**src/rtl/stopwatch_time_keeper_if.sv**
```systemverilog
// rtl/stopwatch_time_keeper_if.sv - control pulses and BCD display bundle for the stopwatch
// Macro STOPWATCH_LAP_HOLD_EN adds the lap / lap_active signals.
interface stopwatch_time_keeper_if;
  logic       tick_in;
  logic       start_stop;
  logic       clear;
  logic [3:0] sec_ones;
  logic [2:0] sec_tens;
  logic [3:0] min_ones;
  logic [3:0] min_tens;
  logic       running;
  logic       wrap;
`ifdef STOPWATCH_LAP_HOLD_EN
  logic       lap;
  logic       lap_active;

  modport master (
    output tick_in, start_stop, clear, lap,
    input  sec_ones, sec_tens, min_ones, min_tens, running, wrap, lap_active
  );
  modport slave (
    input  tick_in, start_stop, clear, lap,
    output sec_ones, sec_tens, min_ones, min_tens, running, wrap, lap_active
  );
`else
  modport master (
    output tick_in, start_stop, clear,
    input  sec_ones, sec_tens, min_ones, min_tens, running, wrap
  );
  modport slave (
    input  tick_in, start_stop, clear,
    output sec_ones, sec_tens, min_ones, min_tens, running, wrap
  );
`endif
endinterface

```
**src/rtl/stopwatch_time_keeper.sv**
```systemverilog
// rtl/stopwatch_time_keeper.sv - run/pause/clear FSM keeping elapsed time as BCD MM:SS
// Macro STOPWATCH_LAP_HOLD_EN enables the lap display freeze.
module stopwatch_time_keeper #(
  parameter int MAX_MINUTES = 59,
  parameter bit ROLLOVER    = 1'b1
) (
  input  logic                    clk,
  input  logic                    rst,
  stopwatch_time_keeper_if.slave  bus
);
  typedef enum logic [1:0] {IDLE = 2'd0, RUN = 2'd1, PAUSED = 2'd2} state_t;

  localparam logic [3:0] MAX_M10 = 4'(MAX_MINUTES / 10);
  localparam logic [3:0] MAX_M1  = 4'(MAX_MINUTES % 10);

  state_t     state, state_next;
  logic [3:0] s1, s1_n;
  logic [2:0] s10, s10_n;
  logic [3:0] m1, m1_n;
  logic [3:0] m10, m10_n;
  logic       wrap_r, wrap_n;
  logic       running_r, running_n;
  logic       at_limit, count_en;

  assign at_limit = (m10 == MAX_M10) && (m1 == MAX_M1) && (s10 == 3'd5) && (s1 == 4'd9);
  assign count_en = (state == RUN) && bus.tick_in && !bus.clear;

  always_ff @(posedge clk or posedge rst) begin
    if (rst) begin
      state     <= IDLE;
      s1        <= '0;
      s10       <= '0;
      m1        <= '0;
      m10       <= '0;
      wrap_r    <= 1'b0;
      running_r <= 1'b0;
    end else begin
      state     <= state_next;
      s1        <= s1_n;
      s10       <= s10_n;
      m1        <= m1_n;
      m10       <= m10_n;
      wrap_r    <= wrap_n;
      running_r <= running_n;
    end
  end

  always_comb begin
    state_next = state;
    if (bus.clear) begin
      state_next = IDLE;
    end else begin
      case (state)
        IDLE:    if (bus.start_stop) state_next = RUN;
        RUN:     if (bus.start_stop || (count_en && at_limit && !ROLLOVER)) state_next = PAUSED;
        PAUSED:  if (bus.start_stop) state_next = RUN;
        default: state_next = IDLE;
      endcase
    end
  end

  // A tick in RUN is counted even when start_stop pauses in the same cycle.
  always_comb begin
    s1_n      = s1;
    s10_n     = s10;
    m1_n      = m1;
    m10_n     = m10;
    wrap_n    = 1'b0;
    running_n = (state_next == RUN);
    if (bus.clear) begin
      s1_n  = '0;
      s10_n = '0;
      m1_n  = '0;
      m10_n = '0;
    end else if (count_en) begin
      if (at_limit) begin
        wrap_n = 1'b1;
        if (ROLLOVER) begin
          s1_n  = '0;
          s10_n = '0;
          m1_n  = '0;
          m10_n = '0;
        end
      end else if (s1 != 4'd9) begin
        s1_n = s1 + 4'd1;
      end else begin
        s1_n = '0;
        if (s10 != 3'd5) begin
          s10_n = s10 + 3'd1;
        end else begin
          s10_n = '0;
          if (m1 != 4'd9) begin
            m1_n = m1 + 4'd1;
          end else begin
            m1_n  = '0;
            m10_n = (m10 == 4'd9) ? 4'd0 : m10 + 4'd1;
          end
        end
      end
    end
  end

  assign bus.running = running_r;
  assign bus.wrap    = wrap_r;

`ifdef STOPWATCH_LAP_HOLD_EN
  logic       lap_r, lap_n;
  logic [3:0] d_s1, d_m1, d_m10;
  logic [2:0] d_s10;

  always_comb begin
    lap_n = lap_r;
    if (bus.clear)
      lap_n = 1'b0;
    else if (bus.lap && (state != IDLE))
      lap_n = ~lap_r;
  end

  // Display regs track live time while unlatched, so holding them on 0->1 is the snapshot.
  always_ff @(posedge clk or posedge rst) begin
    if (rst) begin
      lap_r <= 1'b0;
      d_s1  <= '0;
      d_s10 <= '0;
      d_m1  <= '0;
      d_m10 <= '0;
    end else begin
      lap_r <= lap_n;
      if (!lap_n) begin
        d_s1  <= s1_n;
        d_s10 <= s10_n;
        d_m1  <= m1_n;
        d_m10 <= m10_n;
      end
    end
  end

  assign bus.lap_active = lap_r;
  assign bus.sec_ones   = d_s1;
  assign bus.sec_tens   = d_s10;
  assign bus.min_ones   = d_m1;
  assign bus.min_tens   = d_m10;
`else
  assign bus.sec_ones   = s1;
  assign bus.sec_tens   = s10;
  assign bus.min_ones   = m1;
  assign bus.min_tens   = m10;
`endif
endmodule

```
**src/flat_wrapper.sv**
```systemverilog
// flat-port wrapper written by rule: the top's interface ports become plain ports
module stopwatch_time_keeper_flat 
#(
  parameter int MAX_MINUTES = 59,
  parameter bit ROLLOVER    = 1'b1
)
  (clk, rst, bus_tick_in, bus_start_stop, bus_clear, bus_sec_ones, bus_sec_tens, bus_min_ones, bus_min_tens, bus_running, bus_wrap);
  stopwatch_time_keeper_if bus_i ();
  input  logic clk;
  input  logic rst;
  input wire logic [$bits(bus_i.tick_in)-1:0] bus_tick_in;
  input wire logic [$bits(bus_i.start_stop)-1:0] bus_start_stop;
  input wire logic [$bits(bus_i.clear)-1:0] bus_clear;
  output wire logic [$bits(bus_i.sec_ones)-1:0] bus_sec_ones;
  output wire logic [$bits(bus_i.sec_tens)-1:0] bus_sec_tens;
  output wire logic [$bits(bus_i.min_ones)-1:0] bus_min_ones;
  output wire logic [$bits(bus_i.min_tens)-1:0] bus_min_tens;
  output wire logic [$bits(bus_i.running)-1:0] bus_running;
  output wire logic [$bits(bus_i.wrap)-1:0] bus_wrap;
  assign bus_i.tick_in = bus_tick_in;
  assign bus_i.start_stop = bus_start_stop;
  assign bus_i.clear = bus_clear;
  assign bus_sec_ones = bus_i.sec_ones;
  assign bus_sec_tens = bus_i.sec_tens;
  assign bus_min_ones = bus_i.min_ones;
  assign bus_min_tens = bus_i.min_tens;
  assign bus_running = bus_i.running;
  assign bus_wrap = bus_i.wrap;
  stopwatch_time_keeper #(.MAX_MINUTES(MAX_MINUTES), .ROLLOVER(ROLLOVER)) u_core (.clk(clk), .rst(rst), .bus(bus_i));
endmodule
```
**config.mk**
```make
export PLATFORM = sky130hd
export DESIGN_NAME = stopwatch_time_keeper_flat
export DESIGN_NICKNAME = d
export VERILOG_FILES = /design/src/rtl/stopwatch_time_keeper_if.sv /design/src/rtl/stopwatch_time_keeper.sv /design/src/flat_wrapper.sv
export SDC_FILE = /design/constraint.sdc
export NUM_CORES = 1
export LEC_CHECK = 0
export CORE_MARGIN = 1.5
export CORE_UTILIZATION = 54
export DETAILED_ROUTE_END_ITERATION = 6
export GPL_ROUTABILITY_DRIVEN = 0
export PLACE_DENSITY = 0.83
export SLEW_MARGIN = 20
export SYNTH_ARGS = -nofsm -noshare
export SYNTH_HDL_FRONTEND = slang
export SYNTH_SLANG_ARGS = --single-unit
export TNS_END_PERCENT = 5
```
**constraint.sdc**
```tcl
create_clock -name clk -period 4.4 [get_ports clk]
set_input_delay 0.88 -clock clk [delete_from_list [all_inputs] [get_ports clk]]
set_output_delay 0.88 -clock clk [all_outputs]
set_load 0.01 [all_outputs]
```
# Yosys cells after proc, flatten, opt, wreduce, memory -nomap -nowiden
# Cells that the tools add are included.
dict set report totals {
  word_cells 66
  regBits 19
  input_bits 5
}
dict set report op_classes {
  eq_ne 14
  n_reduce_logical 12
  mux 29
  add_sub_neg 4
}
# cell count
set op_table {}
lappend op_table {{two-way mux 4 bit} 17}
lappend op_table {{two-way mux 3 bit} 5}
lappend op_table {{adder 4 x 1 -> 4 bit, second input constant} 3}
lappend op_table {{== test 4 bit, second input constant} 3}
lappend op_table {{inequality test 3 x 2 -> 1 bit, second input constant} 3}
lappend op_table {{inequality test 4 bit, second input constant} 2}
lappend op_table {{two-way mux 2 bit} 3}
lappend op_table {{logical AND 1 bit} 5}
lappend op_table {{== test 2 x 1 -> 1 bit, second input constant} 2}
lappend op_table {{== test 4 x 3 -> 1 bit, second input constant} 1}
lappend op_table {{case mux 2 bit (2 select lines)} 1}
lappend op_table {{AND reduction 4 bit} 1}
lappend op_table {{adder 3 x 1 -> 3 bit, second input constant} 1}
lappend op_table {{== test 3 bit, second input constant} 1}
lappend op_table {{two-way mux 1 bit} 3}
lappend op_table {{inequality test 3 bit, second input constant} 1}
lappend op_table {{AND reduction 3 bit} 1}
lappend op_table {{== test 2 bit, second input constant} 1}
lappend op_table {{logical NOT 2 bit} 1}
lappend op_table {{AND reduction 2 bit} 1}
lappend op_table {{nonzero test 2 bit} 1}
lappend op_table {{OR reduction 2 bit} 1}
lappend op_table {{logical NOT 1 bit} 1}

# Longest topological paths before layout
dict set report logic_depth {
  depth_word 8
  mapped_depth 8
  ltp_nobuf 6
}

# Worst setup path after synthesis
# OpenSTA, ideal clock, no wires.
dict set report synth_timing {
  path_type {input -> register}
  startpoint {input port bus_tick_in}
  endpoint {register u_core.m10[1], in the netlist u_core.bus.min_tens[1]}
  required_time_ns 4.335
  setup_time_ns 0.065
  setup_slack_ns 2.518
  stages 5
  path_buffers 1
  t_arrival_ns 1.817
  path_cell_list {and3b_1 clkbuf_2 a41oi_1 a2111oi_0 a21o_1}
}
dict set report synth_via {
  elab_chain_cells 4
}
# item line
set synth_lines {}
lappend synth_lines {{from (decl)} flat_wrapper.sv:11} ;# input wire logic [$bits(bus_i.tick_in)-1:0] bus_tick_in;
lappend synth_lines {{logical AND 1 bit (2 in series)} stopwatch_time_keeper.sv:26} ;# assign count_en = (state == RUN) && bus.tick_in && !bus.clear;
lappend synth_lines {{nonzero test 2 bit (no source line)} -}
lappend synth_lines {{AND reduction 4 bit (no source line)} -}
lappend synth_lines {{to (signal assigned)} stopwatch_time_keeper.sv:42} ;# m10 <= m10_n;
lappend synth_lines {{to (decl)} stopwatch_time_keeper.sv:20} ;# logic [3:0] m10, m10_n;
# Every way passes these cells.
# A chain may end at the register's enable or synchronous reset.

# Final worst setup path
dict set report layout_timing {
  startpoint {input port bus_clear}
  endpoint {register u_core.m10[1], in the netlist u_core.bus.min_tens[1]}
}
dict set report layout_via {
  elab_chain_cells 4
  word_cells_on_any_way 8
  cone_classes {eq/ne: 3; mux: 1; reduce/logical: 4}
}
# item line
set layout_lines {}
lappend layout_lines {{from (decl)} flat_wrapper.sv:13} ;# input wire logic [$bits(bus_i.clear)-1:0] bus_clear;
lappend layout_lines {{logical NOT 1 bit} stopwatch_time_keeper.sv:26}
lappend layout_lines {{logical AND 1 bit} stopwatch_time_keeper.sv:26}
lappend layout_lines {{nonzero test 2 bit (no source line)} -}
lappend layout_lines {{AND reduction 4 bit (no source line)} -}
# Several ways; a longest one is shown, not always the timed one.

==> summary.md <==
| Metric | Value |
|---|---|
| Slowest cell on the critical path | `clkdlybuf4s50_1` |
| Overall power of the completed layout | `0.000323 W` |
| Largest family of logic cells by synthesized area | `simple AND/OR/NAND/NOR gates` |
| Number of filler cells placed in the layout | `160` |
| Post-Synthesis Mean Instance Area | `9.57 sq um` |
| Part of the Yosys area used for sequential elements | `0.432` |
| Die Footprint | `2320 sq um` |
| Number of inserted diodes | `0` |
| Overflow left after global routing | `0` |
| Synthesis-to-layout area growth | `21.2%` |
| Maximum ir drop on the vdd rail | `0.178 mV` |
| Max Clock Freq | `399 MHz` |
| Number of hold-slack violations in the final timing report | `0` |
| Iteration-0 DRC count of the detailed router | `19` |
| Clock latency at the later pin of the worst-skew pair | `0.30 ns` |
| Setup TNS after final layout | `0 ns` |
| Vert. Die Dim | `48.2 microns` |
| TritonRoute pass-1 iters | `4` |
| Drc violations | `0` |
| Ratio of cells with drive above 1 in the final layout | `0.0672` |
| Critical path cell sequence | `clkdlybuf4s50_1 -> a41oi_1 -> a2111oi_0 -> a21o_1` |
| Period utilisation layout | `0.570` |
| Sort of element at the end of the critical path | `flip-flop` |
| Finished Core Util | `0.688` |
| I/O pins | `22` |
| Maximum number of pins on one net before global-route repair | `24` |
| Number of clock sinks | `19` |
| Delay-heaviest family, CP | `buffers and inverters` |
| Total setup buffers inserted after CTS | `0` |
| First-pass GRT wire length | `3270 microns` |
| Number of global-route vias before repair | `767` |
| Element type at the critical path start | `input pin` |
| FF+latch area | `475 sq um` |
| Via density | `5.73` |
| Worst max-slew margin expressed relative to the limit | `0.467` |
| Number of buffer and inverter stages on the critical path | `1` |
| PwrDens | `242 nW/um^2` |
| XOR/XNOR Fraction of Synth Area | `0.00795` |
| Final non-filler cell total | `161` |
| Number of synthesized register bits | `19` |
| Placed cell count | `157` |
| Cell count after synthesis | `115` |
| Number of standard-cell rows in the floorplan | `16` |
| Endpoint required time on the critical path | `4.65 ns` |
| Detailed-route via count | `923` |
| Per-cell routed wire length | `13.4 microns` |
| Simple-Gate Fraction of Synth Area | `0.226` |
| Worst Hold Class | `flip-flop to flip-flop` |
| Largest buffer count on any clock path | `2` |
| Layout Skew | `0.00277 ns` |
| Detail Placement HPWL | `1550 microns` |
| Max-slew violation total from the final report | `0` |
| Number of CTS-inserted buffers | `3` |
| CP Max Fanout | `23` |
| Port bufs | `21` |
| Count of instances resized after the clock tree is built | `0` |
| Core footprint | `1940 sq um` |
| Status | `completed` |
| Netlist area before placement | `1100 sq um` |
| Cell leakage power | `0.583 nW` |
| Setup Viol. Count Final | `0` |
| NumNets Final | `146` |
| Setup repair after global routing missed its margin | `false` |
| Start of the worst register-to-register path | `u_core.bus.sec_ones[1]` |
| Critical path start-end classification | `input pin to flip-flop` |
| First element of the critical path | `bus_clear` |
| Hold-fix buffers, CTS | `0` |
| Root buffer selected by CTS | `clkbuf_4` |
| Aggregate routed wire length | `2160 microns` |
| Transition at the pin with the smallest max-transition slack | `0.796 ns` |
| Clock-pin transition on the worst setup and hold timing paths | `0.11 ns` |
| Die outline width | `48.2 microns` |
| Area used by multi-input combinational logic | `566 sq um` |
| Multiplexer share of the synthesized area | `0.0273` |
| Initial cell density of the core | `0.567` |
| Cell variety after synth | `37` |
| Hold path start | `u_core.bus.sec_ones[3]` |
| Signal arrival time at the worst endpoint | `2.76 ns` |
| Total routing usage reported by global routing | `0.202` |
| H-tree depth | `1` |
| Clock period minus final worst setup slack | `2.51 ns` |
| Antenna violations before repair | `0` |
| Max-cap violation count | `0` |
| Area fraction in compound gates after synthesis | `0.184` |
| Net count after synthesis | `126` |
| Remaining number of nets flagged by the antenna check after routing | `0` |
| Crit-path max cell delay | `0.99 ns` |
| Synthesized-area fraction occupied by adder cells | `0.0682` |
| Yosys warns | `0` |
| CTS tree | `built` |
[registers in the layout, summed over array words and instances (netlist names)]
| signal | flops |
|---|---|
| u_core.state | 2 |
| u_core.bus.min_tens | 4 |
| u_core.bus.running | 1 |
| u_core.bus.wrap | 1 |
| u_core.bus.sec_tens | 3 |
| u_core.bus.sec_ones | 4 |
| u_core.bus.min_ones | 4 |
[cell usage after synthesis, drive strengths merged]
cell type  instances  area share
a2111oi            4       0.033
a211o              3       0.024
a211oi             1      0.0068
a21o               2       0.014
a21oi              9       0.041
a311oi             1      0.0080
a31o               1      0.0080
a41o               1       0.019
a41oi              2       0.016
and2               1      0.0057
and3               1      0.0057
and3b              4       0.032
and4               1      0.0091
buf                5       0.030
clkbuf             1      0.0045
dfrtp             19        0.43
ha                 6       0.068
inv                6       0.020
mux2i              3       0.027
nand2             10       0.034
nand2b             1      0.0057
nand3              3       0.014
nand3b             1      0.0068
nand4              1      0.0057
nor2              15       0.051
nor2b              3       0.017
nor3               2      0.0091
o21a               1      0.0068
o32ai              1      0.0080
or2                2       0.011
or3                2       0.011
or3b               1      0.0080
xor2               1      0.0080
[power by group]
part,switching [W],internal [W],total (W),leakage (nW)
Sequential,0.00000665,0.000180,0.000187,0.262
Clock,0.0000565,0.0000339,0.0000904,0.0177
Combinational,0.0000229,0.0000229,0.0000459,0.304
Total,0.0000861,0.000237,0.000323,0.583
[placed cells by master (no fill, tap or decap), types with 2 or more instances in the layout]
cell	n
clkdlybuf4s50_1	21
dfrtp_1	19
nor2_1	15
nand2_1	10
a21oi_1	9
inv_1	6
ha_1	6
and3b_1	4
nand3_1	3
mux2i_1	3
nor2b_1	3
a2111oi_0	3
a211o_1	3
clkbuf_4	3
or3_1	2
a21o_1	2
nor3_1	2
a41oi_1	2
or2_2	2
[worst register-to-register path, stage by stage, from the launching register on]
cell and delay [ns]:
dfrtp_1 0.45, inv_1 0.08, ha_1 0.13, and3b_1 0.37
a41oi_1 0.29, a2111oi_0 0.52, a21o_1 0.14
[final timing paths]
path                       cells past startpoint                     end  slack (ns)
hold reg to reg                                1  u_core.bus.sec_ones[3]        0.54
min in group asynchronous                      2         u_core.bus.wrap        0.99
setup reg to reg                               6  u_core.bus.min_tens[1]        2.36
max in group asynchronous                      2  u_core.bus.min_tens[1]        2.95
setup / recovery                               4  u_core.bus.min_tens[1]        1.89
hold / removal                                 1  u_core.bus.sec_ones[3]        0.54
[area by class of cell]
cell class,instances,area share
multi-input cells,84,0.424
flip-flops and latches,19,0.356
repair buffers,21,0.157
well taps,27,0.0253
clock buffers,3,0.0169
inverters,6,0.0169
clock inverters,1,0.00375
[through the flow]
step | hold slack [ns] | cell area, sq um | worst slack (ns)
finish | 0.535 | 1340 | 1.89
global route | 0.573 | 1340 | 1.82
CTS | 0.525 | 1340 | 1.93
detailed placement | 0.509 | 1310 | 1.62
global placement | 0.513 | 1310 | 1.75
floorplan | 0.531 | 1100 | 2.52
[kinds of logic after synthesis]
kind of cell | after synthesis
buffers and inverters | 12
adder cells (fa/ha/maj) | 6
multiplexers | 3
flip-flops | 19
AND/OR/NAND/NOR | 48
AO/OA/AOI/OAI | 26
XOR/XNOR | 1
[metal layers]
| metal | GRT usage | wire length, microns | part of all wire | up-vias |
|---|---|---|---|---|
| li1 | - | - | - | 452 |
| met1 | 0.252 | 969 | 0.45 | 440 |
| met2 | 0.350 | 1080 | 0.50 | 27 |
| met3 | 0.0259 | 92 | 0.043 | 4 |
| met4 | 0.0811 | 23 | 0.011 | 0 |
| met5 | 0 | 0 | 0 | - |
Note: power is estimated with default switching activity, not from simulation.
